`src/rtl/lab3_stim_seq_if.sv`:
```
// lab3_stim_seq_if: control, stimulus and truth-table bundle between sequencer and its user
interface lab3_stim_seq_if;
   logic       start;
   logic       abort;
   logic       a;
   logic       b;
   logic       c;
   logic       y_in;
   logic       x_in;
   logic       busy;
   logic       done;
   logic [2:0] vec_idx;
   logic       sample_valid;
   logic [7:0] y_tab;
   logic [7:0] x_tab;
   modport master (
      output start, abort, y_in, x_in,
      input  a, b, c, busy, done, vec_idx, sample_valid, y_tab, x_tab
   );
   modport slave (
      input  start, abort, y_in, x_in,
      output a, b, c, busy, done, vec_idx, sample_valid, y_tab, x_tab
   );
endinterface

```
`src/rtl/lab3_stim_seq.sv`:
```
// lab3_stim_seq: clocked sweep of all 8 abc vectors with y/x truth-table capture
module lab3_stim_seq #(
   parameter int DWELL  = 10,
   parameter int SETTLE = 2
) (
   input logic            clk,
   input logic            rst,
   lab3_stim_seq_if.slave bus
);
   typedef enum logic [1:0] {S_IDLE, S_DRIVE, S_DONE} state_t;
   state_t     r_state;
   logic [2:0] r_vec;
   logic [7:0] r_cnt;
   logic       r_busy;
   logic       r_done;
   logic       r_sv;
   logic [7:0] r_y;
   logic [7:0] r_x;
   logic       w_last;
   logic       w_settle;
   assign w_last   = r_cnt == 8'(DWELL - 1);
   assign w_settle = r_cnt == 8'(SETTLE);
   assign {bus.a, bus.b, bus.c} = r_vec;
   assign bus.vec_idx      = r_vec;
   assign bus.busy         = r_busy;
   assign bus.done         = r_done;
   assign bus.sample_valid = r_sv;
   assign bus.y_tab        = r_y;
   assign bus.x_tab        = r_x;
   // sequencer: sample_valid is set one edge early so it is high exactly while cnt==SETTLE
   always_ff @(posedge clk or posedge rst) begin
      if (rst) begin
         r_state <= S_IDLE;
         r_vec   <= '0;
         r_cnt   <= '0;
         r_busy  <= 1'b0;
         r_done  <= 1'b0;
         r_sv    <= 1'b0;
         r_y     <= '0;
         r_x     <= '0;
      end else begin
         r_sv <= 1'b0;
         if (r_state == S_DRIVE) begin
            if (bus.abort) begin
               r_state <= S_IDLE;
               r_vec   <= '0;
               r_cnt   <= '0;
               r_busy  <= 1'b0;
               r_done  <= 1'b0;
            end else begin
               if (w_settle) begin
                  r_y[r_vec] <= bus.y_in;
                  r_x[r_vec] <= bus.x_in;
               end
               if (w_last) begin
                  r_cnt <= '0;
                  if (r_vec == 3'd7) begin
                     r_state <= S_DONE;
                     r_busy  <= 1'b0;
                     r_done  <= 1'b1;
                  end else begin
                     r_vec <= r_vec + 3'd1;
                     r_sv  <= SETTLE == 0;
                  end
               end else begin
                  r_cnt <= r_cnt + 8'd1;
                  r_sv  <= (r_cnt + 8'd1) == 8'(SETTLE);
               end
            end
         end else if (bus.start) begin
            r_state <= S_DRIVE;
            r_vec   <= '0;
            r_cnt   <= '0;
            r_busy  <= 1'b1;
            r_done  <= 1'b0;
            r_sv    <= SETTLE == 0;
            r_y     <= '0;
            r_x     <= '0;
         end
      end
   end
endmodule

```
`src/flat_wrapper.sv`:
```
// flat-port wrapper written by rule: the top's interface ports become plain ports
module lab3_stim_seq_flat 
#(
   parameter int DWELL  = 10,
   parameter int SETTLE = 2
)
  (clk, rst, bus_start, bus_abort, bus_y_in, bus_x_in, bus_a, bus_b, bus_c, bus_busy, bus_done, bus_vec_idx, bus_sample_valid, bus_y_tab, bus_x_tab);
  lab3_stim_seq_if bus_i ();
  input logic clk;
  input logic rst;
  input wire logic [$bits(bus_i.start)-1:0] bus_start;
  input wire logic [$bits(bus_i.abort)-1:0] bus_abort;
  input wire logic [$bits(bus_i.y_in)-1:0] bus_y_in;
  input wire logic [$bits(bus_i.x_in)-1:0] bus_x_in;
  output wire logic [$bits(bus_i.a)-1:0] bus_a;
  output wire logic [$bits(bus_i.b)-1:0] bus_b;
  output wire logic [$bits(bus_i.c)-1:0] bus_c;
  output wire logic [$bits(bus_i.busy)-1:0] bus_busy;
  output wire logic [$bits(bus_i.done)-1:0] bus_done;
  output wire logic [$bits(bus_i.vec_idx)-1:0] bus_vec_idx;
  output wire logic [$bits(bus_i.sample_valid)-1:0] bus_sample_valid;
  output wire logic [$bits(bus_i.y_tab)-1:0] bus_y_tab;
  output wire logic [$bits(bus_i.x_tab)-1:0] bus_x_tab;
  assign bus_i.start = bus_start;
  assign bus_i.abort = bus_abort;
  assign bus_i.y_in = bus_y_in;
  assign bus_i.x_in = bus_x_in;
  assign bus_a = bus_i.a;
  assign bus_b = bus_i.b;
  assign bus_c = bus_i.c;
  assign bus_busy = bus_i.busy;
  assign bus_done = bus_i.done;
  assign bus_vec_idx = bus_i.vec_idx;
  assign bus_sample_valid = bus_i.sample_valid;
  assign bus_y_tab = bus_i.y_tab;
  assign bus_x_tab = bus_i.x_tab;
  lab3_stim_seq #(.DWELL(DWELL), .SETTLE(SETTLE)) u_core (.clk(clk), .rst(rst), .bus(bus_i));
endmodule
```
`config.mk`:
```
export PLATFORM = sky130hd
export DESIGN_NAME = lab3_stim_seq_flat
export DESIGN_NICKNAME = d
export VERILOG_FILES = /design/src/rtl/lab3_stim_seq_if.sv /design/src/rtl/lab3_stim_seq.sv /design/src/flat_wrapper.sv
export SDC_FILE = /design/constraint.sdc
export NUM_CORES = 1
export LEC_CHECK = 0
export ABC_AREA = 0
export CORE_MARGIN = 1.5
export CORE_UTILIZATION = 41
export DETAILED_ROUTE_END_ITERATION = 10
export PLACE_DENSITY = 0.65
export SLEW_MARGIN = 20
export SYNTH_ARGS = -nofsm -noshare
export SYNTH_HDL_FRONTEND = slang
export SYNTH_SLANG_ARGS = --single-unit
```
`constraint.sdc`:
```
create_clock -name clk -period 5.45 [get_ports clk]
set_input_delay 1.09 -clock clk [delete_from_list [all_inputs] [get_ports clk]]
set_output_delay 1.09 -clock clk [all_outputs]
set_load 0.02 [all_outputs]
```
==> impl_metrics.prom, run 1 <==
# TYPE chip_impl_metric gauge
chip_impl_metric{name="initial_utilization",unit=""} 0.434
chip_impl_metric{name="timing.final.crit_share",unit=""} 0.493
chip_impl_metric{name="synth_seq_area_share",unit=""} 0.465
chip_impl_metric{name="post_dr_wirelength_cell",unit="um"} 15.7
chip_impl_metric{name="routed_wirelength",unit="um"} 3630
chip_impl_metric{name="timing.final.ws_setup",unit="ns"} 2.76
chip_impl_metric{name="period_minus_slack",unit="ns"} 2.69
chip_impl_info{name="outcome",value="finished, final reports clean"} 1
chip_impl_metric{name="floorplan.die_area",unit="um2"} 4320
chip_impl_metric{name="clk_transition_reported_paths",unit="ns"} 0.06
chip_impl_metric{name="layout.nets",unit=""} 193
chip_impl_metric{name="floorplan.die.width",unit="um"} 65.7
chip_impl_metric{name="synth_largest_type_area_fraction",unit=""} 0.465
chip_impl_metric{name="vias_per_cell",unit=""} 5.75
chip_impl_metric{name="syn-cell-area",unit="um2"} 1610
chip_impl_metric{name="pwr_density_cell",unit="nW/um2"} 271
chip_impl_metric{name="vias_in_the_first_global_route",unit=""} 1341
chip_impl_metric{name="cp_max_fo",unit=""} 7
chip_impl_metric{name="place.detailed.hpwl",unit="um"} 2670
chip_impl_metric{name="detailedPlace.worstSlack",unit="ns"} 2.52
chip_impl_metric{name="timing.fmax",unit="GHz"} 0.372
chip_impl_metric{name="cts_repair_resize_count",unit=""} 0
chip_impl_info{name="timing.critical_path.from_type",value="primary input"} 1
chip_impl_metric{name="finalSetupViolCount",unit=""} 0
chip_impl_metric{name="drtPass1Iterations",unit=""} 4
chip_impl_metric{name="cpPeakStageDelay",unit="ns"} 0.54
chip_impl_metric{name="critical_path_cell_count",unit=""} 4
chip_impl_metric{name="grt.overflow.total",unit=""} 0
chip_impl_metric{name="postSynthCellCount",unit=""} 156
chip_impl_metric{name="crit_arrival",unit="ns"} 2.82
chip_impl_metric{name="floorplan.io_pins",unit=""} 31
chip_impl_metric{name="power_leakage",unit="nW"} 0.841
chip_impl_metric{name="drive_above_1_share",unit=""} 0.0984
chip_impl_info{name="clock_tree.root_cell",value="clkbuf_8"} 1
chip_impl_info{name="timing.hold.worst_endpoint",value="u_core.bus.x_tab[6]$_DFFE_PP0P_"} 1
chip_impl_metric{name="report.final.hold_viol_count",unit=""} 0
chip_impl_metric{name="gr-usage-all-layers",unit=""} 0.192
chip_impl_info{name="reg_to_reg_endpoint",value="u_core.bus.x_tab[0]$_DFFE_PP0P_"} 1
chip_impl_metric{name="r2r_cells",unit=""} 6
chip_impl_metric{name="routed-via-count",unit=""} 1329
chip_impl_metric{name="maxCapViolCount",unit=""} 0
chip_impl_metric{name="crit_required",unit="ns"} 5.58
chip_impl_metric{name="synthToLayoutAreaGrowth",unit="%"} 24.1
chip_impl_info{name="min_path_type",value="reg -> reg"} 1
chip_impl_metric{name="clk_path_buf_depth",unit=""} 2
chip_impl_metric{name="die_height",unit="um"} 65.7
chip_impl_metric{name="synthesis.yosys.warnings",unit=""} 0
chip_impl_metric{name="synth.ff_latch_count",unit=""} 30
chip_impl_metric{name="coreArea",unit="um2"} 3720
chip_impl_metric{name="drt.antenna.violating_nets",unit=""} 0
chip_impl_metric{name="drt-initial-drc-count",unit=""} 73
chip_impl_metric{name="numCtsBuffers",unit=""} 5
chip_impl_metric{name="grt_pass1_wl",unit="um"} 6280
chip_impl_metric{name="final-max-slew-violation-count",unit=""} 0
chip_impl_metric{name="worst-slew-pin-transition",unit="ns"} 0.607
chip_impl_metric{name="post-cts-setup-buffers",unit=""} 0
chip_impl_metric{name="worstPathBufferInverterCount",unit=""} 1
chip_impl_metric{name="num_rows",unit=""} 22
chip_impl_info{name="cpLargestDelayFamily",value="compound AO/OA/AOI/OAI gates"} 1
chip_impl_info{name="synthFlopType",value="dfrtp_1"} 1
chip_impl_info{name="crit_slowest_cell",value="clkdlybuf4s50_1"} 1
chip_impl_metric{name="cts-htree-levels",unit=""} 2
chip_impl_metric{name="holdBufCountCts",unit=""} 0
chip_impl_metric{name="drc",unit=""} 0
chip_impl_info{name="nature_of_the_critical_path_endpoint",value="register"} 1
chip_impl_metric{name="mappedNetlistNets",unit=""} 167
chip_impl_metric{name="grt_max_degree",unit=""} 31
chip_impl_metric{name="ys_async_sr_fraction",unit=""} 1.00
chip_impl_info{name="worstHoldStart",value="u_core.bus.x_tab[6]$_DFFE_PP0P_"} 1
chip_impl_info{name="cp_cell_sequence",value="clkdlybuf4s50_1 > nor3b_1 > o31ai_4 > a2111oi_0"} 1
chip_impl_info{name="most-common-layout-cells",value="30 x clkdlybuf4s50_1, 30 x dfrtp_1, 15 x nand2_1"} 1
chip_impl_info{name="grt_setup_unrepaired",value="no"} 1
chip_impl_metric{name="timing.setup.tns",unit="ns"} 0
chip_impl_metric{name="r2r_setup_slack",unit="ns"} 3.26
chip_impl_metric{name="worst_hold_path.num_cells",unit=""} 1
chip_impl_metric{name="max_slew_margin",unit=""} 0.595
chip_impl_metric{name="synth_area_per_cell",unit="um2"} 10.3
chip_impl_metric{name="buffer_ports.inserted",unit=""} 30
chip_impl_metric{name="gp_congestion",unit=""} 0.813
chip_impl_metric{name="synth-edff-count",unit=""} 0
chip_impl_metric{name="clock_latency_of_the_later_clocked_register_in_the_worst_skew_pair",unit="ns"} 0.28
chip_impl_metric{name="post-layout-total-power",unit="mW"} 0.542
chip_impl_metric{name="yosysUniqueCellTypes",unit=""} 41
chip_impl_metric{name="num_antenna_cells",unit=""} 0
chip_impl_info{name="cts_tree",value="built"} 1
chip_impl_info{name="synth_top_cells_by_area",value="dfrtp_1 47%, o2bb2ai_1 6.0%, ha_1 3.9%"} 1
chip_impl_metric{name="ir_drop",unit="mV"} 0.155
chip_impl_info{name="synthDominantAreaCellType",value="dfrtp_1"} 1
chip_impl_info{name="worstSetupPathType",value="in -> reg"} 1
chip_impl_info{name="regToRegStartpoint",value="u_core.r_cnt[0]$_DFFE_PP0P_"} 1
chip_impl_metric{name="nFillCells",unit=""} 335
chip_impl_metric{name="clock_sinks",unit=""} 30
chip_impl_metric{name="clock-skew-final",unit="ns"} 0.00479
chip_impl_metric{name="antenna_violations_before_repair",unit=""} 0
[Yosys cell counts, types with 2 or more instances]
cell type	number
nand2_1	15
dfrtp_1	30
clkbuf_1	5
ha_1	5
o2bb2ai_1	11
nor3b_1	2
o22ai_1	5
nor2_1	6
or3_1	2
or3b_2	2
o21ai_0	10
a22o_1	7
xor2_1	3
nor2b_1	2
nor4_4	2
a31oi_1	4
and3_1	2
inv_1	4
nand2b_1	4
nand3_1	10
a21oi_1	3
buf_4	3
[through the flow]
step           utilization  std cells  hold slack [ns]  instance area (um2)
2_1_floorplan            -        156            0.524                 1610
3_3_place_gp         0.514        223            0.470                 1910
3_5_place_dp         0.514        223            0.473                 1910
4_1_cts              0.539        231            0.492                 2000
5_1_grt              0.539        231            0.513                 2000
6_report             0.539        231            0.485                 2000
[layer usage]
layer | wire, um | vias up | GRT usage
li1 | - | 630 | -
met1 | 1550 | 669 | 0.216
met4 | 54 | 0 | 0.0625
met2 | 1880 | 24 | 0.346
met3 | 147 | 6 | 0.0531
met5 | 0 | - | 0
[cell families after synthesis]
family          synth area share
mux                      0.00698
xor+xnor                  0.0163
fa+ha+maj                 0.0388
compound gates             0.230
buf+inv                   0.0481
simple gates               0.195
flops                      0.465
[flip-flops by register name, indices dropped and copies added, names as in the netlist]
signal	count
u_core.r_cnt	8
u_core.bus.sample_valid	1
u_core.bus.x_tab	8
u_core.r_state	1
u_core.bus.vec_idx	3
u_core.bus.y_tab	8
u_core.bus.done	1
[power breakdown]
group          switching, mW  internal (mW)  total [mW]
logic                 0.0666         0.0464       0.113
clock network         0.0761          0.101       0.178
registers             0.0177          0.234       0.252
[worst max path at each step]
stage	from	end	slack [ns]
3_3_place_gp	bus_abort	u_core.bus.sample_valid$_DFF_PP0_	2.66
4_1_cts	bus_abort	u_core.bus.sample_valid$_DFF_PP0_	2.77
5_1_grt	bus_abort	u_core.bus.sample_valid$_DFF_PP0_	2.61
2_1_floorplan	bus_abort	u_core.bus.sample_valid$_DFF_PP0_	3.33
6_report	bus_abort	u_core.bus.sample_valid$_DFF_PP0_	2.76
3_5_place_dp	bus_abort	u_core.bus.sample_valid$_DFF_PP0_	2.52
[area by class of cell]
| cell class | instances | area, um2 | share of cell area |
|---|---|---|---|
| Timing Repair Buffer | 30 | 300 | 0.150 |
| Tap cell | 48 | 60.1 | 0.0300 |
| Multi-Input combinational cell | 111 | 786 | 0.392 |
| Clock buffer | 7 | 86.3 | 0.0431 |
| Inverter | 4 | 15.0 | 0.00750 |
| Clock inverter | 1 | 5.00 | 0.00250 |
| Sequential cell | 30 | 751 | 0.375 |
No activity file was read; power rests on OpenSTA's default activity.
==> run 2, diff against run 1 <==
- clock period: 5.45 -> 2.6 ns (I/O delays scaled with it)
==> run 2 against run 1 <==
Against the previous run: global-route usage fell by 0.44 points; core utilization rose by 0.20 points; die area did not move; clock-buffer cell count did not move; final area rose by 0.37%; sequential cell count did not move; register-to-register slack got worse by 2.9 ns; first-iteration DRC count rose by 5.5%; critical path type is now reg -> reg.
==> impl_metrics.prom, run 2 (synthesized netlist as in run 1, its figures left out) <==
# TYPE chip_impl_metric gauge
chip_impl_info{name="outcome",value="finished, final reports clean"} 1
chip_impl_metric{name="routed-via-count",unit=""} 1333
chip_impl_info{name="cts_tree",value="built"} 1
chip_impl_info{name="min_path_type",value="reg -> reg"} 1
chip_impl_metric{name="antenna_violations_before_repair",unit=""} 0
chip_impl_metric{name="maxCapViolCount",unit=""} 0
chip_impl_metric{name="worst-slew-pin-transition",unit="ns"} 0.525
chip_impl_metric{name="dp_cells",unit=""} 224
chip_impl_metric{name="num_antenna_cells",unit=""} 0
chip_impl_metric{name="clk_transition_reported_paths",unit="ns"} 0.06
chip_impl_metric{name="comb_power_share",unit=""} 0.209
chip_impl_metric{name="finalSetupViolCount",unit=""} 0
chip_impl_metric{name="layout.nets",unit=""} 194
chip_impl_metric{name="post-route-util",unit=""} 0.541
chip_impl_metric{name="grt.overflow.total",unit=""} 0
chip_impl_metric{name="coreArea",unit="um2"} 3720
chip_impl_info{name="most-common-layout-cells",value="30 x clkdlybuf4s50_1, 30 x dfrtp_1, 15 x nand2_1"} 1
chip_impl_info{name="worstHoldStart",value="u_core.bus.x_tab[1]$_DFFE_PP0P_"} 1
chip_impl_metric{name="grt_pass1_wl",unit="um"} 6120
chip_impl_info{name="regToRegStartpoint",value="u_core.r_cnt[0]$_DFFE_PP0P_"} 1
chip_impl_metric{name="p_int",unit="mW"} 0.803
chip_impl_info{name="start_point_of_the_critical_path",value="u_core.r_cnt[0]$_DFFE_PP0P_"} 1
chip_impl_metric{name="timing.setup.tns",unit="ns"} 0
chip_impl_metric{name="vias_in_the_first_global_route",unit=""} 1317
chip_impl_metric{name="post-cts-setup-buffers",unit=""} 0
chip_impl_metric{name="drt-initial-drc-count",unit=""} 77
chip_impl_metric{name="vias_per_cell",unit=""} 5.75
chip_impl_metric{name="floorplan.die_area",unit="um2"} 4320
chip_impl_metric{name="ir_drop",unit="mV"} 0.235
chip_impl_metric{name="initial_utilization",unit=""} 0.434
chip_impl_metric{name="post_dr_wirelength_cell",unit="um"} 15.8
chip_impl_metric{name="synthToLayoutAreaGrowth",unit="%"} 24.6
chip_impl_info{name="clock_tree.root_cell",value="clkbuf_8"} 1
chip_impl_info{name="crit_slowest_cell",value="or4bb_1"} 1
chip_impl_metric{name="cp_max_fo",unit=""} 8
chip_impl_metric{name="total_switching_power",unit="mW"} 0.338
chip_impl_metric{name="numCtsBuffers",unit=""} 5
chip_impl_metric{name="cts_repair_resize_count",unit=""} 0
chip_impl_metric{name="die_height",unit="um"} 65.7
chip_impl_metric{name="report.final.hold_viol_count",unit=""} 0
chip_impl_metric{name="drt.antenna.violating_nets",unit=""} 0
chip_impl_info{name="grt_setup_unrepaired",value="no"} 1
chip_impl_metric{name="crit_required",unit="ns"} 2.76
chip_impl_metric{name="timing.fmax",unit="GHz"} 0.450
chip_impl_metric{name="clock-skew-final",unit="ns"} 0.00466
chip_impl_info{name="nature_of_the_critical_path_endpoint",value="register"} 1
chip_impl_metric{name="clock_sinks",unit=""} 30
chip_impl_metric{name="drtPass1Iterations",unit=""} 4
chip_impl_metric{name="clock_power_share",unit=""} 0.330
chip_impl_metric{name="gp_congestion",unit=""} 0.798
chip_impl_metric{name="pwr_density_cell",unit="nW/um2"} 567
chip_impl_info{name="timing.critical_path.from_type",value="register"} 1
chip_impl_metric{name="final-max-slew-violation-count",unit=""} 0
chip_impl_metric{name="power.share.switching",unit=""} 0.296
chip_impl_metric{name="crit_arrival",unit="ns"} 2.38
chip_impl_info{name="cpLargestDelayFamily",value="simple AND/OR/NAND/NOR gates"} 1
chip_impl_metric{name="worstPathBufferInverterCount",unit=""} 1
chip_impl_metric{name="cts-htree-levels",unit=""} 2
chip_impl_metric{name="grt_max_degree",unit=""} 31
chip_impl_metric{name="place.detailed.hpwl",unit="um"} 2690
chip_impl_metric{name="cpPeakStageDelay",unit="ns"} 0.53
chip_impl_metric{name="num_rows",unit=""} 22
chip_impl_metric{name="p_seq_frac",unit=""} 0.461
chip_impl_info{name="cp_cell_sequence",value="inv_1 > ha_1 > or4bb_1 > nor4_4 > o22ai_1 > a22o_1"} 1
chip_impl_metric{name="clock_latency_of_the_later_clocked_register_in_the_worst_skew_pair",unit="ns"} 0.27
chip_impl_metric{name="drive_above_1_share",unit=""} 0.0978
chip_impl_metric{name="timing.final.crit_share",unit=""} 0.855
chip_impl_metric{name="power_leakage",unit="nW"} 0.847
chip_impl_info{name="worstSetupPathType",value="reg -> reg"} 1
chip_impl_metric{name="gr-usage-all-layers",unit=""} 0.187
chip_impl_metric{name="floorplan.io_pins",unit=""} 31
chip_impl_metric{name="holdBufCountCts",unit=""} 0
chip_impl_metric{name="clk_path_buf_depth",unit=""} 2
chip_impl_metric{name="floorplan.die.width",unit="um"} 65.7
chip_impl_metric{name="final_cell_count_no_fill",unit=""} 232
chip_impl_metric{name="period_minus_slack",unit="ns"} 2.22
chip_impl_metric{name="routed_wirelength",unit="um"} 3670
chip_impl_metric{name="max_slew_margin",unit=""} 0.649
chip_impl_metric{name="buffer_ports.inserted",unit=""} 30
chip_impl_metric{name="drc",unit=""} 0
run 2: worst register-to-register path, delay by kind of cell (launching register included):
kind | cells | cell delay, ns
AO/OA/AOI/OAI | 2 | 0.46
flip-flops | 1 | 0.44
adder cells (fa/ha/maj) | 1 | 0.18
buffers and inverters | 1 | 0.12
AND/OR/NAND/NOR | 2 | 0.91
run 2: per-layer routing:
layer	GRT usage	vias to the layer above	wire length, um	share of wire
li1	-	632	-	-
met1	0.222	667	1550	0.42
met2	0.332	27	1890	0.51
met3	0.0411	7	166	0.045
met4	0.0625	0	63	0.017
met5	0	-	0	0
run 2: cell type report:
cell class | instances | area (um2)
Clock buffer | 7 | 86.3
Sequential cell | 30 | 751
Inverter | 4 | 15.0
Multi-Input combinational cell | 111 | 786
Clock inverter | 1 | 5.00
Timing Repair Buffer | 31 | 308
Tap cell | 48 | 60.1
Fill cell | 335 | 1710
run 2: power by group through the flow:
stage               Combinational, mW  Sequential [mW]  Clock (mW)
global placement                0.233            0.532           0
finish                          0.238            0.525       0.377
global route                    0.265            0.530       0.412
detailed placement              0.240            0.532           0
floorplan                       0.171            0.532           0
CTS                             0.241            0.525       0.389
run 2: stage by stage:
stage / area [um2] / hold slack [ns] / power [mW] / setup WS (ns)
floorplan: 1610 / 0.524 / 0.702 / 0.670
finish: 2010 / 0.488 / 1.14 / 0.376
global placement: 1920 / 0.471 / 0.764 / 0.369
global route: 2010 / 0.504 / 1.21 / 0.218
CTS: 2010 / 0.494 / 1.15 / 0.366
detailed placement: 1920 / 0.479 / 0.773 / 0.343
run 2: final timing paths:
kind | to | slack [ns] | cells past startpoint
max in group asynchronous | u_core.bus.x_tab[5]$_DFFE_PP0P_ | 1.69 | 3
min in group asynchronous | u_core.bus.x_tab[1]$_DFFE_PP0P_ | 0.63 | 3
min | u_core.bus.x_tab[1]$_DFFE_PP0P_ | 0.49 | 1
max | u_core.bus.x_tab[3]$_DFFE_PP0P_ | 0.38 | 6
min reg2reg | u_core.bus.x_tab[1]$_DFFE_PP0P_ | 0.49 | 1
max reg2reg | u_core.bus.x_tab[3]$_DFFE_PP0P_ | 0.38 | 6
